--- src/rtl/lcd_cgram_readback.sv ---
// lcd_cgram_readback
//   Reads the eight pixel rows of one CGRAM character from an HD44780-style
//   LCD over a 4-bit bus. It issues a Set CGRAM Address command, waits for the
//   controller to settle, then performs eight two-nibble data reads. The LCD
//   auto-increments its address between reads.
//
// Ports
//   clk        single clock, all state changes on its rising edge
//   rst_n      synchronous active-low reset
//   start      readback request, only looked at while idle
//   char_idx   CGRAM character slot (0-7), captured when start is accepted
//   busy       operation in progress (not asserted in the DONE cycle)
//   done       one-cycle pulse after row 7 has been delivered
//   row_valid  one-cycle strobe qualifying row_data / row_index
//   row_data   low 5 bits of the assembled byte (held until the next row)
//   row_index  row number of row_data (held until the next row)
//   rs, rw, e  LCD control lines
//   data_out   nibble driven to D7..D4, data_oe enables the pad driver
//   data_in    nibble read back from D7..D4
module lcd_cgram_readback #(
  parameter int SETUP_CYCLES    = 2,
  parameter int PULSE_CYCLES    = 4,
  parameter int HOLD_CYCLES     = 2,
  parameter int CMD_WAIT_CYCLES = 50
) (
  input  logic       clk,
  input  logic       rst_n,
  input  logic       start,
  input  logic [2:0] char_idx,
  output logic       busy,
  output logic       done,
  output logic       row_valid,
  output logic [4:0] row_data,
  output logic [2:0] row_index,
  output logic       rs,
  output logic       rw,
  output logic       e,
  output logic [3:0] data_out,
  output logic       data_oe,
  input  logic [3:0] data_in
);

  localparam int CW = 16;

  typedef enum logic [2:0] {
    S_IDLE, S_CMD_HI, S_CMD_LO, S_CMD_WAIT, S_RD_HI, S_RD_LO, S_EMIT, S_DONE
  } state_t;

  typedef enum logic [1:0] {PH_SETUP, PH_PULSE, PH_HOLD} phase_t;

  state_t          state_q, state_d;
  phase_t          phase_q, phase_d;
  logic [CW-1:0]   cnt_q, cnt_d;
  logic [2:0]      idx_q;
  logic [2:0]      row_cnt_q;
  logic            hi_bit_q;     // only bit 4 of the byte survives the mask
  logic [3:0]      lo_q;
  logic [4:0]      row_data_q;
  logic [2:0]      row_index_q;

  logic            xfer;
  logic [CW-1:0]   phase_lim;
  logic            phase_last;
  logic            pulse_end;

  // Current state is one of the four nibble-transfer states.
  assign xfer = (state_q == S_CMD_HI) || (state_q == S_CMD_LO) ||
                (state_q == S_RD_HI)  || (state_q == S_RD_LO);

  always_comb begin
    phase_lim = '0;
    case (phase_q)
      PH_SETUP: phase_lim = CW'(SETUP_CYCLES - 1);
      PH_PULSE: phase_lim = CW'(PULSE_CYCLES - 1);
      PH_HOLD:  phase_lim = CW'(HOLD_CYCLES - 1);
      default:  phase_lim = '0;
    endcase
  end

  assign phase_last = (cnt_q == phase_lim);
  assign pulse_end  = xfer && (phase_q == PH_PULSE) && phase_last;

  // Next-state, phase sequencing and bus outputs.
  always_comb begin
    state_d   = state_q;
    phase_d   = phase_q;
    cnt_d     = cnt_q + 1'b1;
    busy      = 1'b1;
    done      = 1'b0;
    row_valid = 1'b0;
    rs        = 1'b0;
    rw        = 1'b0;
    e         = 1'b0;
    data_out  = 4'b0000;
    data_oe   = 1'b0;

    if (xfer) begin
      e = (phase_q == PH_PULSE);
      if (phase_last) begin
        cnt_d = '0;
        case (phase_q)
          PH_SETUP: phase_d = PH_PULSE;
          PH_PULSE: phase_d = PH_HOLD;
          default:  phase_d = PH_SETUP;
        endcase
      end
    end

    case (state_q)
      S_IDLE: begin
        busy  = 1'b0;
        cnt_d = '0;
        if (start) state_d = S_CMD_HI;
      end
      S_CMD_HI: begin
        data_oe  = 1'b1;
        data_out = {2'b01, idx_q[2:1]};
        if (phase_q == PH_HOLD && phase_last) state_d = S_CMD_LO;
      end
      S_CMD_LO: begin
        data_oe  = 1'b1;
        data_out = {idx_q[0], 3'b000};
        if (phase_q == PH_HOLD && phase_last) state_d = S_CMD_WAIT;
      end
      S_CMD_WAIT: begin
        if (cnt_q == CW'(CMD_WAIT_CYCLES - 1)) state_d = S_RD_HI;
      end
      S_RD_HI: begin
        rs = 1'b1;
        rw = 1'b1;
        if (phase_q == PH_HOLD && phase_last) state_d = S_RD_LO;
      end
      S_RD_LO: begin
        rs = 1'b1;
        rw = 1'b1;
        if (phase_q == PH_HOLD && phase_last) state_d = S_EMIT;
      end
      S_EMIT: begin
        // Stay in read mode so rs/rw do not toggle between back-to-back rows.
        rs        = 1'b1;
        rw        = 1'b1;
        row_valid = 1'b1;
        cnt_d     = '0;
        state_d   = (row_cnt_q == 3'd7) ? S_DONE : S_RD_HI;
      end
      S_DONE: begin
        busy    = 1'b0;
        done    = 1'b1;
        cnt_d   = '0;
        state_d = S_IDLE;
      end
      default: state_d = S_IDLE;
    endcase

    // Every state is entered at the start of a fresh SETUP phase.
    if (state_d != state_q) begin
      phase_d = PH_SETUP;
      cnt_d   = '0;
    end
  end

  always_ff @(posedge clk) begin
    if (!rst_n) begin
      state_q     <= S_IDLE;
      phase_q     <= PH_SETUP;
      cnt_q       <= '0;
      idx_q       <= '0;
      row_cnt_q   <= '0;
      hi_bit_q    <= 1'b0;
      lo_q        <= '0;
      row_data_q  <= '0;
      row_index_q <= '0;
    end else begin
      state_q <= state_d;
      phase_q <= phase_d;
      cnt_q   <= cnt_d;

      if (state_q == S_IDLE && start) begin
        idx_q     <= char_idx;
        row_cnt_q <= '0;
      end

      // Read data is sampled on the edge that ends the last PULSE cycle.
      if (pulse_end && state_q == S_RD_HI) hi_bit_q <= data_in[0];
      if (pulse_end && state_q == S_RD_LO) lo_q     <= data_in;

      if (state_q == S_RD_LO && state_d == S_EMIT) begin
        row_data_q  <= {hi_bit_q, lo_q};
        row_index_q <= row_cnt_q;
      end

      if (state_q == S_EMIT) row_cnt_q <= row_cnt_q + 3'd1;
    end
  end

  assign row_data  = row_data_q;
  assign row_index = row_index_q;

endmodule

--- config.mk ---
export PLATFORM = sky130hd
export DESIGN_NAME = lcd_cgram_readback
export DESIGN_NICKNAME = d
export VERILOG_FILES = /design/src/rtl/lcd_cgram_readback.sv
export SDC_FILE = /design/constraint.sdc
export NUM_CORES = 1
export LEC_CHECK = 0
export CORE_AREA = 4 4 69 65
export CTS_CLUSTER_SIZE = 16
export DETAILED_ROUTE_END_ITERATION = 16
export DIE_AREA = 0 0 73 69
export PLACE_DENSITY = 0.82
export SLEW_MARGIN = 10
export SYNTH_ARGS = -nofsm -noshare
export SYNTH_HDL_FRONTEND = slang
export SYNTH_SLANG_ARGS = --single-unit
--- constraint.sdc ---
create_clock -name clk -period 3.58 [get_ports clk]
set_input_delay 0.716 -clock clk [delete_from_list [all_inputs] [get_ports clk]]
set_output_delay 0.716 -clock clk [all_outputs]
set_load 0.02 [all_outputs]
# == After elaboration in Yosys (flattened, before gate mapping) ==
# Cells that the tools add are included.
# Widths: inputs -> output; s select.
# word_totals
inputBits,10
output_inout_bits,19
elab_cells,67
ff_bits,40
# classes
add_sub_neg,2
reduce_logical,20
n_eq_ne,14
bitwise_logic,1
muxes,21
# ops
op,n
$mux 16,2
$mux 3,8
$pmux 3 s8,1
$eq 3x3->1 const B,6
$add 16x1->16 const B,1
$eq 16x16->1,1
$eq 16x6->1 const B,1
$pmux 2 s2,2
$pmux 4 s2,1
$reduce_or 2->1,4
$logic_and 1x1->1,7
$eq 3x2->1 const B,2
$mux 1,6
$reduce_or 5->1,1
$add 3x1->3 const B,1
$eq 3x1->1 const B,1
$logic_not 3->1,1
$logic_or 1x1->1,3
$ne 3x3->1,1
$reduce_or 3->1,1
$eq 2x1->1 const B,1
$eq 2x2->1 const B,1
$logic_not 2->1,1
$mux 2,1
other kinds (3),3

# == Logic depth before layout (Yosys ltp) ==
# depth
ltp_word,9
depth_mapped,9
depth_no_buf,7

# == Worst setup path before layout ==
# OpenSTA, ideal clock, no wires.
# synth_timing
path_type,reg-to-output
startpoint,register state_q[0]
endpoint,output port data_out[0]
path_stages_with_launch,5
path_slack_ns,1.387
required_time_ns,2.864
arrival_ns,1.477
path_buffers,1
path_cell_list,dfxtp_1 > clkbuf_1 > nand2b_1 > nor2_1 > and2_1
# synth_via
elab_chain_cells,2
elab_cells_between_ends,3
classes_between,eq/ne (2); mux (1)
# synth_rtl
element,line,source
start: declaration,51,"state_t state_q, state_d;"
start signal: assignment,174,state_q <= state_d;
$eq 3x2->1 or $eq 3x1->1 (tied branches),109,case (state_q)
$pmux 4 s2 (*),109,
end: declaration,38,"output logic [3:0] data_out,"
# Every way passes the cells marked *; elsewhere a longest branch is shown, timed or not.

# == Final worst setup path ==
# layout_timing
startpoint,register state_q[0]
endpoint,output port data_out[1]
# The elaborated chain is that of the path after synthesis.

==> summary.txt <==
Synth Area in XOR/XNOR: 6.13%
Min cycle time layout: 2.83 ns
Clock insertion delay at the later pin of the skew report: 0.29 ns
Leakage power of the design: 0.000810 µW
FF-to-FF End: cnt_q[2]
Post-layout net count: 260
H-tree lvl count: 2
Die outline width: 73 µm
Critical-path cell list: nand2b_1 > nor2_1 > and2_1 > clkdlybuf4s50_1
Final wirelength: 4010 µm
Number of instances in the synthesized netlist: 220
Core Area: 3700 µm²
Path type of the worst setup path: flip-flop to primary output
Async SR Flop Fraction: 0%
Peak clock frequency supported by timing: 353 MHz
Maxcap violations: 0
Clk pin slew, worst setup/hold paths: 0.08 ns
Proportion of synthesized area in mux cells: 9.34%
Routed via count: 1628
Total negative slack: 0 ns
Class of the worst hold path: flip-flop to flip-flop
Overall power: 882 µW
Count of final setup violators: 0
Source of the worst register-to-register timing path: cnt_q[1]
Dominant combinational cell family by area after synthesis: simple AND/OR/NAND/NOR gates
Clock buffers created by TritonCTS: 5
# IOs: 29
Peak supply drop: 0.210 mV
Max incr delay on CP: 0.61 ns
Logic depth of the worst register-to-register path: 7
Worst hold start: row_index[2]
Bufs on Longest Clock Path: 2
Maximum fanout encountered on the critical timing path: 15
Endpoint kind of the worst setup timing path: primary output
Total global routing overflow: 0
Utilization after layout: 68.0%
Post-Synthesis Cell Area: 2140 µm²
Transition time of the tightest slew-check pin: 0.957 ns
Number of pins with negative max-slew slack in the final report: 0
Final hold violation count: 0
Clock Sink Count: 40
Via count of the first global-routing pass: 1603
Site Rows: 21
Cells resized by post-CTS repair: 0
Areal power density over the cells: 350 nW/µm²
Leading post-synthesis cells by cell area: sky130_fd_sc_hd__dfxtp_1 (37%), sky130_fd_sc_hd__mux2i_1 (9.3%), sky130_fd_sc_hd__nor2b_1 (7.0%)
Mapped Nets: 234
Syn avg cell area: 9.74 µm²
Setup repair after global routing missed its margin: no
Slew headroom: 36.0%
Post-Place Worst Slack: 0.877 ns
Total of warnings raised by yosys: 0
Share of synthesized area occupied by flip-flops and latches: 37.4%
Number of antenna violations at the first check in global routing: 0
TritonCTS clock tree: built
Setup slack, reg-to-reg: 1.03 ns
Number of antenna diodes: 0
Die area: 5040 µm²
DRC violations left: 0
Layout cell share with drive strength beyond 1: 13.0%
Most repeated cell in the gate-level netlist after synthesis: sky130_fd_sc_hd__dfxtp_1
Top cells by count, synth: sky130_fd_sc_hd__dfxtp_1 (40), sky130_fd_sc_hd__nor2b_1 (24), sky130_fd_sc_hd__mux2i_1 (20)
IO Port Bufs: 28
Arrival time of data at the critical path endpoint: 2.12 ns
Post-synthesis sequential element count: 40
Cell type with the largest total area after synthesis: sky130_fd_sc_hd__dfxtp_1
Root buffer selected by CTS: sky130_fd_sc_hd__clkbuf_8
Crit-path slowest cell: sky130_fd_sc_hd__dfxtp_1
Primary FF master, synth: sky130_fd_sc_hd__dfxtp_1
P&R area growth vs syn: 17.6%
Placer's final routability congestion estimate: 0.857
Final setup slack of the worst path: 0.746 ns
Routed vias/inst: 5.56
Worst Clk Skew: 0.00899 ns
Simple-gate share of the synthesized area: 35.0%
Distinct cell type count after synthesis: 44
Post-DP Area: 2410 µm²
Status: finished, final reports clean
GR Util All Layers: 17.5%
Filler instances: 295
Count of cells along the worst hold path: 2
Initial DRT Pass Iterations: 4
Worst path required time: 2.86 ns
Fin area: 2520 µm²
Post-detail-place hpwl: 2920 µm
Period utilisation layout: 79.2%
Hold Buf Count CTS: 0
Initial cell density of the core: 57.9%
Count of flip-flops with a built-in enable after synthesis: 0
Largest delay share family, worst path: simple AND/OR/NAND/NOR gates
Routed length per placed instance: 13.7 µm
Post-CTS Repair Setup Buffers: 0
Number of buffers and inverters on the critical path: 1
Share of the synthesized area in the top cell type: 37.4%
Largest net degree at the start of global routing: 24
Post-synthesis share of cell area spent on full adders, half adders and majority gates: 2.34%
Wire length of the first global-routing pass: 7200 µm
Iter 0 DRT Violations: 102
End point of the worst hold path: row_index[2]
Height of the die: 69 µm
Complex-gate fraction of the synthesized area: 5.43%
Critical path startpoint category: flip-flop
Number of nets with antenna violations after routing: 0
-- kinds of logic (layout without fill, tap and decap cells) --
family,count (synthesis),after routing
and+or+nand+nor,112,112
xor gates and xnor gates,15,15
DFF,40,40
buffers and inverters,14,41
adders and majority gates,4,4
muxes,20,20
AOI/OAI and AO/OA,15,15
-- area by class of cell --
| class | instances | area, µm² | area share (%) |
|---|---|---|---|
| Clock buffer | 5 | 68.8 | 2.73 |
| Clock inverter | 3 | 42.5 | 1.69 |
| Inverter | 4 | 15.0 | 0.596 |
| Multi-Input combinational cell | 166 | 1250 | 49.5 |
| Sequential cell | 40 | 801 | 31.8 |
| Tap cell | 46 | 57.6 | 2.28 |
| Timing Repair Buffer | 29 | 288 | 11.4 |
-- metal layers --
layer  wire length, µm  track usage, %  up-vias
met3               189            3.92        8
met2              1820            25.9       43
met1              1930            24.4      749
met4                72            6.76        0
li1                  -               -      828
met5                 0               0        -
-- power breakdown --
part | switching [µW] | internal [µW] | leakage, µW
Combinational | 35.4 | 29.5 | 0.000433
Sequential | 5.93 | 449 | 0.000323
Clock | 157 | 206 | 0.0000541
-- how the worst max path moves through the flow --
stage | depth (start not counted) | slack [ns] | from | to
5_1_grt | 4 | 0.60 | state_q[0] | data_out[1]
6_report | 4 | 0.75 | state_q[0] | data_out[1]
4_1_cts | 4 | 0.74 | state_q[0] | data_out[1]
2_1_floorplan | 4 | 1.39 | state_q[0] | data_out[0]
3_5_place_dp | 4 | 0.88 | rst_n | cnt_q[2]
3_3_place_gp | 4 | 0.93 | rst_n | cnt_q[2]
-- worst reg2reg max path, cell delays in order (launching register included) --
cell and delay, ns:
sky130_fd_sc_hd__dfxtp_1 0.40, sky130_fd_sc_hd__inv_1 0.06, sky130_fd_sc_hd__ha_1 0.19, sky130_fd_sc_hd__and3_4 0.18, sky130_fd_sc_hd__a41oi_2 0.20, sky130_fd_sc_hd__a21oi_1 0.11, sky130_fd_sc_hd__or4b_1 0.91, sky130_fd_sc_hd__nor4_1 0.40
-- flip-flops by register name, summed over array words and instances (netlist names) --
signal     cells
state_q        3
row_data       5
row_cnt_q      3
cnt_q         16
row_index      3
phase_q        2
hi_bit_q       1
idx_q          3
lo_q           4
-- placed cells by master, fill, tap and decap left out, types with 2 or more instances in the layout --
master	instances
sky130_fd_sc_hd__a21oi_1	5
sky130_fd_sc_hd__a22oi_1	2
sky130_fd_sc_hd__and2_1	4
sky130_fd_sc_hd__and3_1	4
sky130_fd_sc_hd__and4_1	2
sky130_fd_sc_hd__clkbuf_8	5
sky130_fd_sc_hd__clkdlybuf4s50_1	28
sky130_fd_sc_hd__dfxtp_1	40
sky130_fd_sc_hd__ha_1	4
sky130_fd_sc_hd__inv_1	4
sky130_fd_sc_hd__mux2i_1	20
sky130_fd_sc_hd__nand2_1	10
sky130_fd_sc_hd__nand3_1	7
sky130_fd_sc_hd__nand3b_1	2
sky130_fd_sc_hd__nand4_1	3
sky130_fd_sc_hd__nor2_1	15
sky130_fd_sc_hd__nor2b_1	24
sky130_fd_sc_hd__nor3_1	10
sky130_fd_sc_hd__nor3_2	11
sky130_fd_sc_hd__nor4_1	5
sky130_fd_sc_hd__nor4_4	3
sky130_fd_sc_hd__o21ai_0	2
sky130_fd_sc_hd__xnor2_1	9
sky130_fd_sc_hd__xor2_1	6
-- metrics by stage --
stage	hold WS (ns)	instances
2_1_floorplan	0.474	220
3_3_place_gp	0.493	285
3_5_place_dp	0.506	285
4_1_cts	0.527	293
5_1_grt	0.547	293
6_report	0.519	293
Note: power is estimated with default switching activity, not from simulation.
==> variant 1, RTL diff (same flow settings) <==
Re-encode `phase_t` (3 values) as one-hot, 3 bits wide.
--- a/src/rtl/lcd_cgram_readback.sv
+++ b/src/rtl/lcd_cgram_readback.sv
@@ -48,3 +48,3 @@
 
-  typedef enum logic [1:0] {PH_SETUP, PH_PULSE, PH_HOLD} phase_t;
+  typedef enum logic [2:0] {PH_SETUP = 3'b001, PH_PULSE = 3'b010, PH_HOLD = 3'b100} phase_t;
 
Behaviour: same outputs for any inputs over 10 cycles, from zero or initial values and one cycle with rst_n low; not proved beyond that.
==> variant 1 against the original RTL <==
Combinational power is 62% higher. Design area down 0.25%. Sequential cell count increased by 1. Global-route usage increased by 0.092 points. Area after synthesis rose by 0.47%. Non-clock buffer count down 1. Wire length grew 6.2%. Worst setup slack got worse by 200 ps. Sequential power grew 4%. Power decreased by 0.26%. Largest power group unchanged.
==> variant 1: results (changes against the original RTL) <==
[synthesis]
synth.area.top_cells = dfxtp_1, nor2_1, mux2i_1
synth_ff_type = dfxtp_1
syn_nets = 252  ; +7.7%
yosysWarningCount = 0  ; unchanged
netlist-cell-type-count = 49  ; +11%
synthTopCellsByCount = dfxtp_1, nor2_1, mux2i_1, nand2_1, xor2_1
yosysSeqAreaShare_pct = 38.1  ; +0.76 points
async_flop_share_pct = 0  ; unchanged

[detailed_routing]
ant_nets = 0  ; unchanged
vias = 1686  ; +3.6%
drtIter0Drc = 81  ; -21%
first_pass_iters = 4  ; unchanged
avgRoutedWirePerCell_um = 13.8  ; +0.66%

[run_status]
status = finished clean

[power_and_ir_drop]
ir_worst_vdd_mv = 0.275  ; +31%
p_leak_nw = 0.875  ; +8.0%

[clock_network]
cts_resized = 0  ; unchanged
numCtsBuffers = 5  ; unchanged
clkTransAtPathRegs_ps = 80  ; about the same
clk_latency_ps = 300
cts_root_buf = clkbuf_8
cts_buffer_depth = 2  ; unchanged
cts_htree_levels = 2  ; unchanged
cts_setup_buffers = 0  ; unchanged

[cells_and_area]
finalNetCount = 276  ; +6.2%
diodes = 0  ; unchanged
drive_gt1_share_pct = 10.6  ; -2.3 points
largest_register_ffs = 16  ; unchanged
num-fill-cells = 296  ; +0.34%
regMostFlops = cnt_q

[place]
portBuffers = 28  ; unchanged
dpl.hpwl_mm = 3.07  ; +5.1%
place.gp.congestion = 0.846  ; -1.2%

[global_routing]
grt_pass1_vias = 1518  ; -5.3%
grtUsageTotal_pct = 17.6  ; +0.092 points
grt_max_degree = 22  ; -8.3%
grt_first_pass_wirelength_mm = 7.10  ; -1.3%
antenna_found_initial = 0  ; unchanged

[sta]
relSlewSlack_pct = 56.9  ; +21 points
finClkSkew_ps = 7.21  ; -1.78 ps
final_max_slew_viol_count = 0  ; unchanged

[min_path]
min_path_type = reg -> reg

[critical_path]
crit_fanout = 15  ; unchanged

-- variant 1: worst paths after layout --
path	startpoint	end	slack, ps	cells after the start
min reg2reg	lo_q[1]$_SDFFE_PN0P_	lo_q[1]$_SDFFE_PN0P_	470	2
min	lo_q[1]$_SDFFE_PN0P_	lo_q[1]$_SDFFE_PN0P_	470	2
max	state_q[2]$_SDFF_PN0_	e	550	4
max reg2reg	cnt_q[11]$_SDFF_PP0_	cnt_q[2]$_SDFF_PP0_	1560	5
-- variant 1: worst max-delay path: stages (launching register included) --
cell and delay [ps]:
dfxtp_1 590, nor2_1 200, xnor2_1 440, and2_1 190, clkdlybuf4s50_1 590
-- variant 1: cell type report --
cell class	count	area share, %
multi-input cells	182	49.8
flip-flops and latches	41	32.7
repair buffers	28	11.1
clock buffers	6	2.89
well taps	46	2.29
clock inverters	2	0.597
inverters	4	0.597
-- variant 1: per-stage QoR --
| stage | util [%] | cells | setup WS [ps] | area [sq um] | power, mW |
|---|---|---|---|---|---|
| after floorplan | - | 238 | 1310 | 2150 | 0.557 |
| after global placement | 65.5 | 301 | 952 | 2430 | 0.586 |
| after detailed placement | 65.5 | 301 | 873 | 2430 | 0.589 |
| after CTS | 67.8 | 309 | 557 | 2510 | 0.883 |
| after global routing | 67.8 | 309 | 374 | 2510 | 0.914 |
| final | 67.8 | 309 | 548 | 2510 | 0.880 |
-- variant 1: cells by family (layout without fill, tap and decap cells) --
logic type	after synthesis	count (layout)	synth area share, %
xor+xnor	16	16	6.51
mux	13	13	6.28
compound gates	32	32	11.6
buf+inv	15	40	3.72
flops	41	41	38.1
simple gates	116	116	31.0
fa+ha+maj	5	5	2.79
-- variant 1: power by group --
part           total [mW]  switching (mW)  internal, mW
combinational       0.105          0.0573        0.0479
sequential          0.473          0.0108         0.462
clock               0.302           0.165         0.137
-- variant 1: layer usage --
layer | part of all wire [%] | global-route usage [%] | vias up
li1 | - | - | 876
met1 | 51 | 26.6 | 771
met2 | 42 | 23.4 | 32
met3 | 5.2 | 4.65 | 7
met4 | 1.5 | 6.35 | 0
met5 | 0 | 0 | -
==> variant 2, RTL diff (same settings) <==
Without the edit above. Change the localparam `CW` from 16 to 17.
--- a/src/rtl/lcd_cgram_readback.sv
+++ b/src/rtl/lcd_cgram_readback.sv
@@ -42,3 +42,3 @@
 
-  localparam int CW = 16;
+  localparam int CW = 17;
 
Behaviour: no difference found for any inputs over 10 cycles, from zero or initial values and one cycle with rst_n low; that may be too few to reach the edited logic, so the function may still have changed.
==> variant 2 against the original RTL <==
Power is 2.1% higher. Worst setup slack improved by 140 ps. Sequential share of layout area up 1.1 points. Utilization shrank 0.71 points. Wire length grew 3.8%. Sequential cell count is 1 higher. Design area down 1.0%. Sequential power is 2% higher. Critical endpoint is now data_out[3]. Global-route usage increased by 0.47 points. Area after synthesis decreased by 3.3%.
==> variant 2: results (changes against the original RTL) <==
[synthesis]
yosysSeqAreaShare_pct = 39.6  ; +2.3 points
netlist-cell-type-count = 46  ; +4.5%
synthTopCellsByCount = dfxtp_1, nor2_1, nand3_1
synth.area.top_cells = dfxtp_1, mux2i_1, nor2_1

[sta]
relSlewSlack_pct = 62.5  ; +26 points
finClkSkew_ps = 7.15  ; -1.84 ps

[critical_path]
rr_startpoint = cnt_q[7]$_SDFF_PP0_
ff2ff_path_depth = 5  ; -2
critical_path.endpoint = data_out[3]
critPathArrivalTime_ps = 1980  ; -140 ps
r2r_slack_ps = 1270  ; +240 ps
critPathSlowestCell = clkdlybuf4s50_1
crit_fanout = 17  ; +2
worstReg2RegEnd = cnt_q[1]$_SDFF_PP0_
cp-startpoint = state_q[1]$_SDFF_PN0_

[place]
place.gp.congestion = 0.873  ; +2.0%
dpl.hpwl_mm = 3.00  ; +2.6%
placed_area_sq_mm = 0.00238  ; -1.2%
dp.cells = 299  ; +4.9%

[cells_and_area]
drive_gt1_share_pct = 9.96  ; -3.0 points
num-fill-cells = 305  ; +3.4%

[detailed_routing]
wl_met1_mm = 1.99  ; +3.1%
via_per_inst = 5.53  ; -0.52%
vias = 1697  ; +4.2%
wl_met2_mm = 1.92  ; +5.8%
wl_met3_um = 202  ; +6.9%
wirelength_mm = 4.16  ; +3.8%
drtIter0Drc = 56  ; -45%

[global_routing]
grtUsageTotal_pct = 18.0  ; +0.47 points
grt_first_pass_wirelength_mm = 7.29  ; +1.3%
grt_pass1_vias = 1645  ; +2.6%

[power_and_ir_drop]
p_leak_nw = 0.832  ; +2.7%
p_int_mw = 0.696  ; +1.8%
p_sw_share_pct = 22.7  ; +0.28 points

[run_status]
status = finished clean

## variant 2: routing by layer
layer | track usage [%] | vias up
met1 | 23.6 | 777
met2 | 27.8 | 46
met5 | 0 | -
met3 | 5.23 | 4
li1 | - | 870
met4 | 5.94 | 0
## variant 2: final cells by class
| cell class | instances | area, sq um | area share (%) |
|---|---|---|---|
| Clock inverter | 3 | 46.3 | 1.86 |
| Timing Repair Buffer | 30 | 295 | 11.8 |
| Inverter | 5 | 18.8 | 0.753 |
| Sequential cell | 41 | 821 | 32.9 |
| Tap cell | 46 | 57.6 | 2.31 |
| Multi-Input combinational cell | 177 | 1190 | 47.6 |
| Clock buffer | 5 | 68.8 | 2.76 |
## variant 2: cell families after synthesis
group / synth area share (%)
AOI/OAI and AO/OA: 9.06
xor gates and xnor gates: 6.34
adders and majority gates: 2.42
buffers and inverters: 3.44
DFF: 39.6
muxes: 6.76
and+or+nand+nor: 32.4
## variant 2: worst min path at each step
stage / cells after the start / start / end / slack [ps]
6_report: 2 / idx_q[0]$_SDFFE_PN0P_ / idx_q[0]$_SDFFE_PN0P_ / 470
5_1_grt: 2 / idx_q[1]$_SDFFE_PN0P_ / idx_q[1]$_SDFFE_PN0P_ / 500
4_1_cts: 2 / idx_q[0]$_SDFFE_PN0P_ / idx_q[0]$_SDFFE_PN0P_ / 470
3_5_place_dp: 2 / idx_q[0]$_SDFFE_PN0P_ / idx_q[0]$_SDFFE_PN0P_ / 460
3_3_place_gp: 2 / idx_q[1]$_SDFFE_PN0P_ / idx_q[1]$_SDFFE_PN0P_ / 450
2_1_floorplan: 2 / idx_q[0]$_SDFFE_PN0P_ / idx_q[0]$_SDFFE_PN0P_ / 440
